[src/rtl/pipe_stage_chain.sv]
// -----------------------------------------------------------------------------
// pipe_stage_chain
// Chain of DEPTH pipeline registers carrying a control payload and a data
// payload per stage, with valid/ready handshaking, bubble collapse, flush
// and a registered occupancy count.
//
// Ports
//   clk        : single clock, rising edge
//   reset      : synchronous active-high reset (overrides everything)
//   flush      : kill every in-flight entry and drop the presented entry
//   in_valid   : entry presented on in_ctrl / in_data
//   in_ctrl    : control payload of presented entry   [CTRL_W]
//   in_data    : data payload of presented entry      [DATA_W]
//   in_ready   : presented entry is accepted at the next edge
//   out_valid  : last stage holds a valid entry
//   out_ctrl   : control payload of last stage (zero when invalid)
//   out_data   : data payload of last stage
//   out_ready  : consumer takes the last-stage entry at the next edge
//   occupancy  : number of valid stages              [$clog2(DEPTH+1)]
// -----------------------------------------------------------------------------
module pipe_stage_chain #(
   parameter  int DATA_W = 64,
   parameter  int CTRL_W = 8,
   parameter  int DEPTH  = 4,
   localparam int OCC_W  = $clog2(DEPTH + 1)
) (
   input  logic              clk,
   input  logic              reset,
   input  logic              flush,
   input  logic              in_valid,
   input  logic [CTRL_W-1:0] in_ctrl,
   input  logic [DATA_W-1:0] in_data,
   output logic              in_ready,
   output logic              out_valid,
   output logic [CTRL_W-1:0] out_ctrl,
   output logic [DATA_W-1:0] out_data,
   input  logic              out_ready,
   output logic [OCC_W-1:0]  occupancy
);

   logic [DEPTH-1:0]  valid_r;
   logic [CTRL_W-1:0] ctrl_r [DEPTH];
   logic [DATA_W-1:0] data_r [DEPTH];
   logic [OCC_W-1:0]  occ_r;

   // ready_s[i] is the readiness of stage i; ready_s[DEPTH] is the consumer.
   logic [DEPTH:0]    ready_s;
   logic [DEPTH-1:0]  src_valid_s;
   logic [CTRL_W-1:0] src_ctrl_s [DEPTH];
   logic [DATA_W-1:0] src_data_s [DEPTH];
   logic              push_s;
   logic              pop_s;

   // Combinational readiness chain: an empty stage is always ready, so bubbles
   // close even while the consumer stalls.
   always_comb begin
      ready_s        = {(DEPTH + 1){1'b0}};
      ready_s[DEPTH] = out_ready;
      for (int i = DEPTH - 1; i >= 0; i--) begin
         ready_s[i] = !valid_r[i] || ready_s[i + 1];
      end
   end

   // Source of each stage: the external input for stage 0, else the predecessor.
   always_comb begin
      src_valid_s   = {DEPTH{1'b0}};
      src_valid_s[0] = in_valid;
      src_ctrl_s[0]  = in_ctrl;
      src_data_s[0]  = in_data;
      for (int i = 1; i < DEPTH; i++) begin
         src_valid_s[i] = valid_r[i - 1];
         src_ctrl_s[i]  = ctrl_r[i - 1];
         src_data_s[i]  = data_r[i - 1];
      end
   end

   // Handshake decode; reset and flush both block acceptance.
   always_comb begin
      in_ready = ready_s[0] && !flush && !reset;
      push_s   = in_valid && in_ready;
      pop_s    = valid_r[DEPTH - 1] && out_ready;
   end

   // Stage registers: reset clears all, flush clears valid/ctrl only,
   // otherwise each ready stage loads from its source and a stalled one holds.
   always_ff @(posedge clk) begin
      if (reset) begin
         valid_r <= {DEPTH{1'b0}};
         for (int i = 0; i < DEPTH; i++) begin
            ctrl_r[i] <= {CTRL_W{1'b0}};
            data_r[i] <= {DATA_W{1'b0}};
         end
      end else if (flush) begin
         valid_r <= {DEPTH{1'b0}};
         for (int i = 0; i < DEPTH; i++) begin
            ctrl_r[i] <= {CTRL_W{1'b0}};
         end
      end else begin
         for (int i = 0; i < DEPTH; i++) begin
            if (ready_s[i]) begin
               valid_r[i] <= src_valid_s[i];
               if (src_valid_s[i]) begin
                  ctrl_r[i] <= src_ctrl_s[i];
                  data_r[i] <= src_data_s[i];
               end else begin
                  // Invalid entries carry no control; data keeps its old value.
                  ctrl_r[i] <= {CTRL_W{1'b0}};
               end
            end
         end
      end
   end

   // Occupancy counter tracking accepts and pops.
   always_ff @(posedge clk) begin
      if (reset || flush) begin
         occ_r <= {OCC_W{1'b0}};
      end else begin
         case ({push_s, pop_s})
            2'b10:   occ_r <= occ_r + OCC_W'(1);
            2'b01:   occ_r <= occ_r - OCC_W'(1);
            default: occ_r <= occ_r;
         endcase
      end
   end

   assign out_valid = valid_r[DEPTH - 1];
   assign out_ctrl  = ctrl_r[DEPTH - 1];
   assign out_data  = data_r[DEPTH - 1];
   assign occupancy = occ_r;

endmodule
[config.mk]
export PLATFORM = sky130hd
export DESIGN_NAME = pipe_stage_chain
export DESIGN_NICKNAME = d
export VERILOG_FILES = /design/src/rtl/pipe_stage_chain.sv
export SDC_FILE = /design/constraint.sdc
export NUM_CORES = 1
export LEC_CHECK = 0
export ABC_AREA = 0
export ABC_CLOCK_PERIOD_IN_PS = 6000
export BUFFER_PORTS_ARGS = -buffer_cell sky130_fd_sc_hd__buf_2
export CAP_MARGIN = 20
export CELL_PAD_IN_SITES_DETAIL_PLACEMENT = 2
export CELL_PAD_IN_SITES_GLOBAL_PLACEMENT = 2
export CORE_MARGIN = 2
export CORE_UTILIZATION = 37
export CTS_CLUSTER_SIZE = 28
export DETAILED_ROUTE_END_ITERATION = 6
export PLACE_DENSITY_LB_ADDON = 0.1
export SYNTH_ARGS = -nofsm -noshare
export SYNTH_HDL_FRONTEND = slang
export SYNTH_SLANG_ARGS = --single-unit
[constraint.sdc]
create_clock -name clk -period 6 [get_ports clk]
set_clock_uncertainty 0.05 [all_clocks]
set_input_delay 0 -clock clk [delete_from_list [all_inputs] [get_ports clk]]
set_output_delay 0 -clock clk [all_outputs]
set_load 0.1 [all_outputs]
; Yosys cells after proc, flatten, opt, wreduce, memory -nomap -nowiden
; Memories as Yosys holds them, arrays and structs flattened.
; Cells that the tools add are included.
[classes]
addsub = 2
n_eq_ne = 2
n_mux = 62
bitwise = 16
n_reduce_logical = 17
[ops]
columns = cell, n
row1 = 64-bit 2-to-1 mux, 4
row2 = 8-bit 2-to-1 mux, 12
row3 = 1-bit 2-to-1 mux, 45
row4 = 1-bit bitwise OR, 16
row5 = 1-bit zero test, 6
row6 = 3-bit case mux with 2 select lines, 1
row7 = 1-bit logical OR, 5
row8 = 1-bit logical AND, 4
row9 = "3-bit by 1-bit adder with 3-bit output, second input constant", 1
row10 = "3-bit by 1-bit subtractor with 3-bit output, second input constant", 1
row11 = "2-bit by 1-bit equality test with 1-bit output, second input constant", 1
row12 = "2-bit equality test, second input constant", 1
row13 = 2-bit nonzero test, 1
row14 = 2-bit OR reduction, 1
[totals]
ff_bits = 7
mem_bits_rw = 288
out_inout_bits = 77
n_memories = 2
[mem_list]
columns = name, words, width, read_ports, rd_clocked_by_memory_dff, write_ports, line_no
row1 = data_r, 4, 64, 4, 0, 4, 43  ; logic [DATA_W-1:0] data_r [DEPTH];
row2 = ctrl_r, 4, 8, 4, 0, 4, 42  ; logic [CTRL_W-1:0] ctrl_r [DEPTH];

; Depth between registers and ports, before layout
; Gate-level depths: netlist of run 1.
[logic_depth]
ltp_word = 11
mapped_depth = 11
mapped_depth_nobuf = 9

; Least setup slack after synthesis of run 1
; Ideal clock, no wire load.
[synth_timing]
path_kind = register -> register
startpoint = reg valid_r[3]
endpoint = mem data_r[0][0] (enable)
t_arrival_ns = 6.117
required_ns = 5.368
setup_slack_ns = -0.749
stages_incl_launch_ff = 4
path_cell_list = dfxtp_1 and4b_1 and2_1 o31ai_1
[synth_rtl]
columns = item, line_no
row1 = from (decl), 41  ; logic [DEPTH-1:0] valid_r;
row2 = from (signal assigned), 88  ; valid_r <= {DEPTH{1'b0}};
row3 = from (signal assigned), 94  ; valid_r <= {DEPTH{1'b0}};
row4 = "from (signal, indexed assignment)", 101  ; valid_r[i] <= src_valid_s[i];
row5 = to (decl), 43

; Worst setup path after layout of run 1
[layout_timing]
startpoint = reg valid_r[1]
endpoint = reg occ_r[2], in the netlist occupancy[2]
[layout_via]
elab_chain_cells = 8
word_cells_on_any_way = 10
cone_classes = eq/ne (2) / mux (1) / reduce/logical (7)
[layout_lines]
columns = item, line_no
row1 = 1-bit zero test (*), 60  ; ready_s[i] = !valid_r[i] || ready_s[i + 1];
row2 = 1-bit logical OR (*) (2 in a row), 60
row3 = 1-bit logical AND (*) (2 in a row), 79  ; in_ready = ready_s[0] && !flush && !reset;
row4 = 1-bit logical AND (*), 80  ; push_s = in_valid && in_ready;
row5 = 2-bit by 1-bit equality test with 1-bit output or 2-bit equality test (tied branches), 119  ; case ({push_s, pop_s})
row6 = 3-bit case mux with 2 select lines or 2-bit nonzero test (tied branches), --
row7 = to (signal assigned), 120  ; 2'b10: occ_r <= occ_r + OCC_W'(1);
row8 = to (signal assigned), 121  ; 2'b01: occ_r <= occ_r - OCC_W'(1);
row9 = to (signal assigned), 122  ; default: occ_r <= occ_r;
row10 = to (decl), 44  ; logic [OCC_W-1:0] occ_r;
; Every way passes the cells marked *; elsewhere a longest branch is shown, timed or not.
; A chain may end at the register's enable or synchronous reset.

==> results of run 1 <==
==> area by class of cell <==
class / instances / area [um2]
fillers: 2852 / 15460
flip-flops and latches: 295 / 8708
diodes: 1 / 2.502
repair buffers: 238 / 1613
clock inverters: 16 / 172.7
multi-input cells: 344 / 2196
well taps: 390 / 488.0
clock buffers: 40 / 809.5
inverters: 7 / 26.28
==> cell usage in the layout (no fill, tap or decap), types with 2 or more instances in the layout <==
| cell type | n |
|---|---|
| bufinv_16 | 4 |
| nor2_1 | 11 |
| clkbuf_1 | 9 |
| o31ai_4 | 2 |
| buf_4 | 8 |
| edfxtp_1 | 280 |
| and2_1 | 282 |
| nand2_1 | 12 |
| clkinv_1 | 6 |
| clkbuf_16 | 32 |
| dlygate4sd3_1 | 75 |
| dfxtp_1 | 15 |
| clkinv_2 | 6 |
| buf_2 | 153 |
| nand3_1 | 8 |
| inv_1 | 7 |
| a21oi_1 | 10 |
| xor2_1 | 2 |
| o21ai_4 | 2 |
==> layer usage <==
| layer | track usage, % | vias up | wire [um] |
|---|---|---|---|
| met2 | 28.29 | 139 | 12670 |
| li1 | - | 2832 | - |
| met3 | 2.277 | 44 | 885 |
| met1 | 16.78 | 2951 | 8751 |
| met4 | 5.200 | 0 | 713 |
| met5 | 0 | - | 0 |
==> per-stage QoR <==
stage               total power [uW]  instances  hold slack (ns)
floorplan                       2559        678          0.07396
global placement                2619       1197           0.1815
CTS                             4537       1328           0.1459
detailed placement              2632       1197           0.1958
global route                    4623       1330          0.06632
finish                          4472       1331          0.08207
==> power groups by stage <==
stage	Sequential (uW)	Clock, uW	Combinational (uW)
2_1_floorplan	2500	0	54.8
3_3_place_gp	2390	0	228
3_5_place_dp	2400	0	234
4_1_cts	2360	1910	273
5_1_grt	2360	1980	287
6_report	2350	1850	270
==> sequential cells by signal, summed over array words and instances (netlist names) <==
name	count
occupancy	3
data_r	256
ctrl_r	32
valid_r	4
==> cells by family (layout without fill, tap and decap cells) <==
family                     count (synthesis)  after routing
DFF                                      295            295
AOI/OAI and AO/OA                         17             17
other                                      0              1
and+or+nand+nor                          323            323
buffers and inverters                     39            301
xor gates and xnor gates                   2              2
adders and majority gates                  2              2
==> worst reg2reg max path, stage by stage, from the launching register on <==
cell and delay (ns):
dfxtp_1 0.56, and4b_1 0.52, a211oi_4 0.12, inv_1 0.08
ha_1 0.18, inv_1 0.07, fa_1 0.37, xor2_1 0.16
or3_1 0.32, a21oi_1 0.14
==> repair_timing <==
item	4_1_cts	5_1_grt
hold buffers	75	0
endpoints found under the hold margin	74	0
setup endpoints to repair	0	0
==> worst min path at each step <==
| stage | startpoint | end | slack, ns | cells past startpoint |
|---|---|---|---|---|
| after global routing | reset | occupancy[0] | 0.07 | 3 |
| after CTS | reset | ctrl_r[3][0] | 0.15 | 3 |
| after floorplan | in_valid | valid_r[0] | 0.07 | 1 |
| final | reset | occupancy[0] | 0.08 | 3 |
| after detailed placement | in_valid | valid_r[0] | 0.20 | 2 |
| after global placement | in_valid | valid_r[0] | 0.18 | 2 |
==> run metrics, run 1 <==
Die Area=between 30000 and 40000 um2; CTS tree=yes; DRC=0; WP buf/inv=2; Final Hold Viols=0; Reg clk slew, reported paths=approximately 0.060 ns; clock share of power=slightly above 40%; gr ovfl total=0; via/cell ratio=approximately 4.5; Largest stage delay, worst path=~0.56 ns; CTS Buf Count=31; clk root buf=clkbuf_16; Worst path top cell family by delay=simple AND/OR/NAND/NOR gates; syn nets=~760; Post CTS Setup Buffer Count=0; number of I/O pins=about 150; Layout Utilization=47.54%; R2R Path End=occupancy[2]; synth warn=0; post-layout min period=about 2.7 ns; final instance area=roughly 14000 um2; initial drt markers=between 200 and 300; ys async rst share=0%; Synth Register Bits=295; Sequential Power Share=between 50% and 60%; synthesized area=approximately 11000 um2; critical path cell sequence=and4b_1, a211oi_4, inv_1, ha_1, inv_1, fa_1, xor2_1, or3_1, a21oi_1; Synth Area in XOR/XNOR=0.1589%; number of synthesized flops with an enable pin=280; Net Switching=~950 uW; Setup violations, final=0; vias after detailed routing=around 6000; Simple-Gate Fraction of Synth Area=a little under a fifth; end of the critical path=occupancy[2]; Placed Area=~12000 um2; routability cong.=~0.75; vias in the first global route=between 6000 and 7000; first-pass GRT wire length=~36 mm; worst ir drop on vdd=around 0.00019 V; Reg2Reg Setup Slack=3.35 ns; buffer depth of the longest clock path=3; Max-slew headroom=a little over a third; Max Cap Viol=0; area grow syn2layout=27.12%; crit path DAT=around 3.1 ns; CP Max Fanout=12; r2r startpoint=valid_r[1]; Leak=roughly 0.0056 uW; Pint=approximately 3500 uW; FF-to-FF path depth=9; DRT antenna net count=0; fin. max-slew vios=0; count leader, synth=and2_1; DRT Pass-1 Iters=4; Req. time, crit path=6.42 ns; largest family of logic cells by synthesized area=simple AND/OR/NAND/NOR gates; worst-skew pair later-pin latency=0.54 ns; path length in cells of the critical path=9; largest net degree at the start of global routing=73; crit share post-route=44.17%; hpwl dp=approximately 15 mm; max frequency=377.3 MHz; most frequent cells after synthesis=282 x and2_1, 280 x edfxtp_1, 16 x clkbuf_1; Die W=about 180 um; cells after synthesis=around 680; CP startpoint=valid_r[1]; Net Sw Frac=21.26%; post-CTS sizing=0; ranking of synthesized cells by area=edfxtp_1 76%, and2_1 16%, dfxtp_1 2.7%; run status=finished, final reports clean; biggest area consumer among synthesized cells=edfxtp_1; Slowest-stage cell, CP=dfxtp_1; Synth Area per Inst=roughly 16 um2; Gate power share=under 10%; Global Route Usage Sum=14.86%; Slew @ Worst Pin=0.9580 ns; Worst setup SP type=flip-flop; synth unique cells=29; H-tree depth=1; final setup margin=roughly 3.3 ns; Die H=approximately 180 um; average wire per cell in the routed design=between 15 and 20 um; initial cell density of the core=37.40%; sequential area share after synthesis=approximately four fifths; dpl ws=approximately 3.1 ns; most frequent CP cell=inv_1; Setup TNS Final=0 ns; layout cells sized above 1=a little under a quarter; Hold WC Path Type=input pin to flip-flop; layout net count=roughly 1000; adder-cell share of the synthesized area=less than 1%; share of synthesized area spent on multiplexers=0%; core area=roughly 29000 um2; Synth Area in Compound Gates=0.9759%; row count=63; drt total wl=~23 mm; initial antenna violation count=0; Most used DFF post-synth=edfxtp_1; Yosys top cell area share=between 70 and 80%; CP endpoint kind=flip-flop; Port Buf Inserts=between 150 and 200; Clock Sinks=295; critical path class=flip-flop to flip-flop; RSZ-0062 raised after global routing=false; Pwr Density=approximately 320 nW/um2
(Power assumes the default switching activity.)
==> run 2: changes to the inputs <==
ABC_AREA = 1   (was 0)
ABC_CLOCK_PERIOD_IN_PS = 2670   (was 6000)
CORE_UTILIZATION = 38   (was 37)
clock period = 2.67 ns   (was 6 ns; I/O delays follow)
==> run 2 against run 1 <==
  * Final cell count up 22%
  * Largest cell class unchanged
  * Synthesized cell count up 43%
  * Final area up 2.8%
==> run metrics, run 2 <==
Yosys top cell area share=73.12% (-3.1 points); Slew @ Worst Pin=0.8202 ns (-0.1378 ns); synthesized area=11500 um2 (+4.3%); CP Max Fanout=9 (-3); r2r startpoint=valid_r[3]; Power Total=9973 uW (+120%); Max-slew headroom=45.32% (+9.2 points); vias in the first global route=7594 (+16%); average wire per cell in the routed design=15.63 um (-9.6%); most frequent cells after synthesis=296 x inv_1, 285 x nor2_1, 280 x edfxtp_1; Die W=178.0 um (+0.76%); ant diodes=0 (-1); Layout Utilization=48.47% (+0.93 points); biggest area consumer among synthesized cells=edfxtp_1; Most used DFF post-synth=edfxtp_1; most frequent cells in the layout=295 x inv_1, 285 x nor2_1, 280 x edfxtp_1; Global Route Usage Sum=16.70% (+1.8 points); Final Non-Filler Cells=1624 (+22%); Req. time, crit path=2.62 ns (-3.80 ns); gr ovfl total=0 (unchanged); cells after synthesis=970 (+43%); core area=29720 um2 (+0.80%); sequential area share after synthesis=75.73% (-3.3 points); Setup violations, final=0 (unchanged); Largest Register=data_r; buffer depth of the longest clock path=3 (unchanged); via/cell ratio=4.335 (-3.3%); number of synthesized flops with an enable pin=280 (unchanged); hpwl dp=15.74 mm (+5.4%); post-layout min period=roughly 2.2 ns; DRC=0 (unchanged); first-pass GRT wire length=40.62 mm (+14%); Hold WC Path Type=input pin to flip-flop; initial cell density of the core=38.70% (+1.3 points); Placed Area=12730 um2 (+4.0%); final setup margin=0.5064 ns (-2.843 ns); CP endpoint kind=output pin; CTS tree=yes; Pwr Density=692.4 nW/um2 (+120%); synth warn=0 (unchanged); Leak=0.006263 uW (+13%); DRT antenna net count=0 (unchanged); layout net count=1291 (+30%); Die Area=31670 um2 (+1.5%); H-tree depth=1 (unchanged); most common cell after layout, fill and taps aside=inv_1; Post CTS Setup Buffer Count=0 (unchanged); count leader, synth=inv_1; fin. max-slew vios=0 (unchanged); synth unique cells=21 (-28%); vias after detailed routing=7040 (+18%); Clock Sinks=295 (unchanged); top flop regs=data_r x256, ctrl_r x32, valid_r x4; row count=63 (unchanged); crit path DAT=2.11 ns (-0.96 ns); routability cong.=0.7235 (-4.2%); Reg clk slew, reported paths=0.06 ns (about the same); Die H=178.0 um (+0.76%); ys async rst share=0% (unchanged); dpl ws=0.4886 ns (-2.656 ns); max FFs per register=256 (unchanged); drt total wl=25.39 mm (+10%); CTS Buf Count=31 (unchanged); max frequency=462.2 MHz; RSZ-0062 raised after global routing=false; largest net degree at the start of global routing=73 (unchanged); clk root buf=clkbuf_16; ranking of synthesized cells by area=edfxtp_1 73%, inv_1 9.7%, nor2_1 9.3%; Worst setup SP type=input pin; DP Cell Count=1493 (+25%); Synth Register Bits=295 (unchanged); number of I/O pins=154 (unchanged); Port Buf Inserts=153 (unchanged); worst ir drop on vdd=0.0005660 V (+200%); Hold Crit Start=flush; DRT Pass-1 Iters=4 (unchanged); Final Hold Viols=0 (unchanged); area grow syn2layout=25.26%; initial drt markers=320 (+24%); run status=finished, final reports clean; initial antenna violation count=0 (unchanged); Max Cap Viol=0 (unchanged); crit share post-route=81.03%; layout cells sized above 1=17.91% (-4.8 points); syn nets=1049 (+39%); Synth Area per Inst=11.86 um2 (-27%); final instance area=14410 um2 (+2.8%); worst-skew pair later-pin latency=0.55 ns (about the same); critical path class=input pin to output pin; CP startpoint=reset
[run 2: path summary, 6_finish.rpt]
check / depth (start not counted) / endpoint / slack, ns
hold reg to reg: 2 / ctrl_r[2][2] / 0.43
setup / recovery: 7 / in_ready / 0.51
hold / removal: 4 / ctrl_r[2][2] / 0.04
setup reg to reg: 6 / data_r[0][18] / 0.58
[run 2: cell families after synthesis]
logic type                 after synthesis  synth area share, %
adders and majority gates                2               0.2829
and+or+nand+nor                        327                11.69
DFF                                    295                75.73
AOI/OAI and AO/OA                       18               0.8051
buffers and inverters                  328                11.50
[run 2: per-stage QoR]
stage / setup TNS [ns] / hold slack (ns)
after floorplan: -5.374 / 0.1050
after global placement: 0 / 0.2503
after CTS: 0 / 0.007379
after detailed placement: 0 / 0.2556
final: 0 / 0.03766
after global routing: 0 / 0.05744
[run 2: report_power, final]
part | internal [uW] | switching, uW
registers | 5250 | 58.5
logic | 197 | 546
clock network | 2220 | 1710
[run 2: final cells by class]
cell class              count  area, um2
clock inverters            15      100.1
well taps                 390      488.0
multi-input cells         347       1516
inverters                 296       1111
flip-flops and latches    295       8713
repair buffers            241       1667
clock buffers              40      809.5
fillers                  3064      15310
[run 2: repair_timing]
action / in CTS / in global routing
resized for setup: 0 / 0
hold buffers: 76 / 0
hold endpoints to repair: 78 / 0
[run 2: critical path: stages]
cell and delay (ns):
dlygate4sd3_1 0.53, buf_2 0.14, nor2_2 0.52, buf_4 0.25, inv_1 0.10, nor2_1 0.14, buf_2 0.44
[run 2: layer usage]
metal | GRT usage (%) | part of all wire, % | vias to the layer above
met3 | 2.356 | 3.5 | 36
met2 | 31.69 | 55 | 121
met5 | 0 | 0 | -
li1 | - | - | 3435
met4 | 4.508 | 2.4 | 0
met1 | 19.58 | 39 | 3448
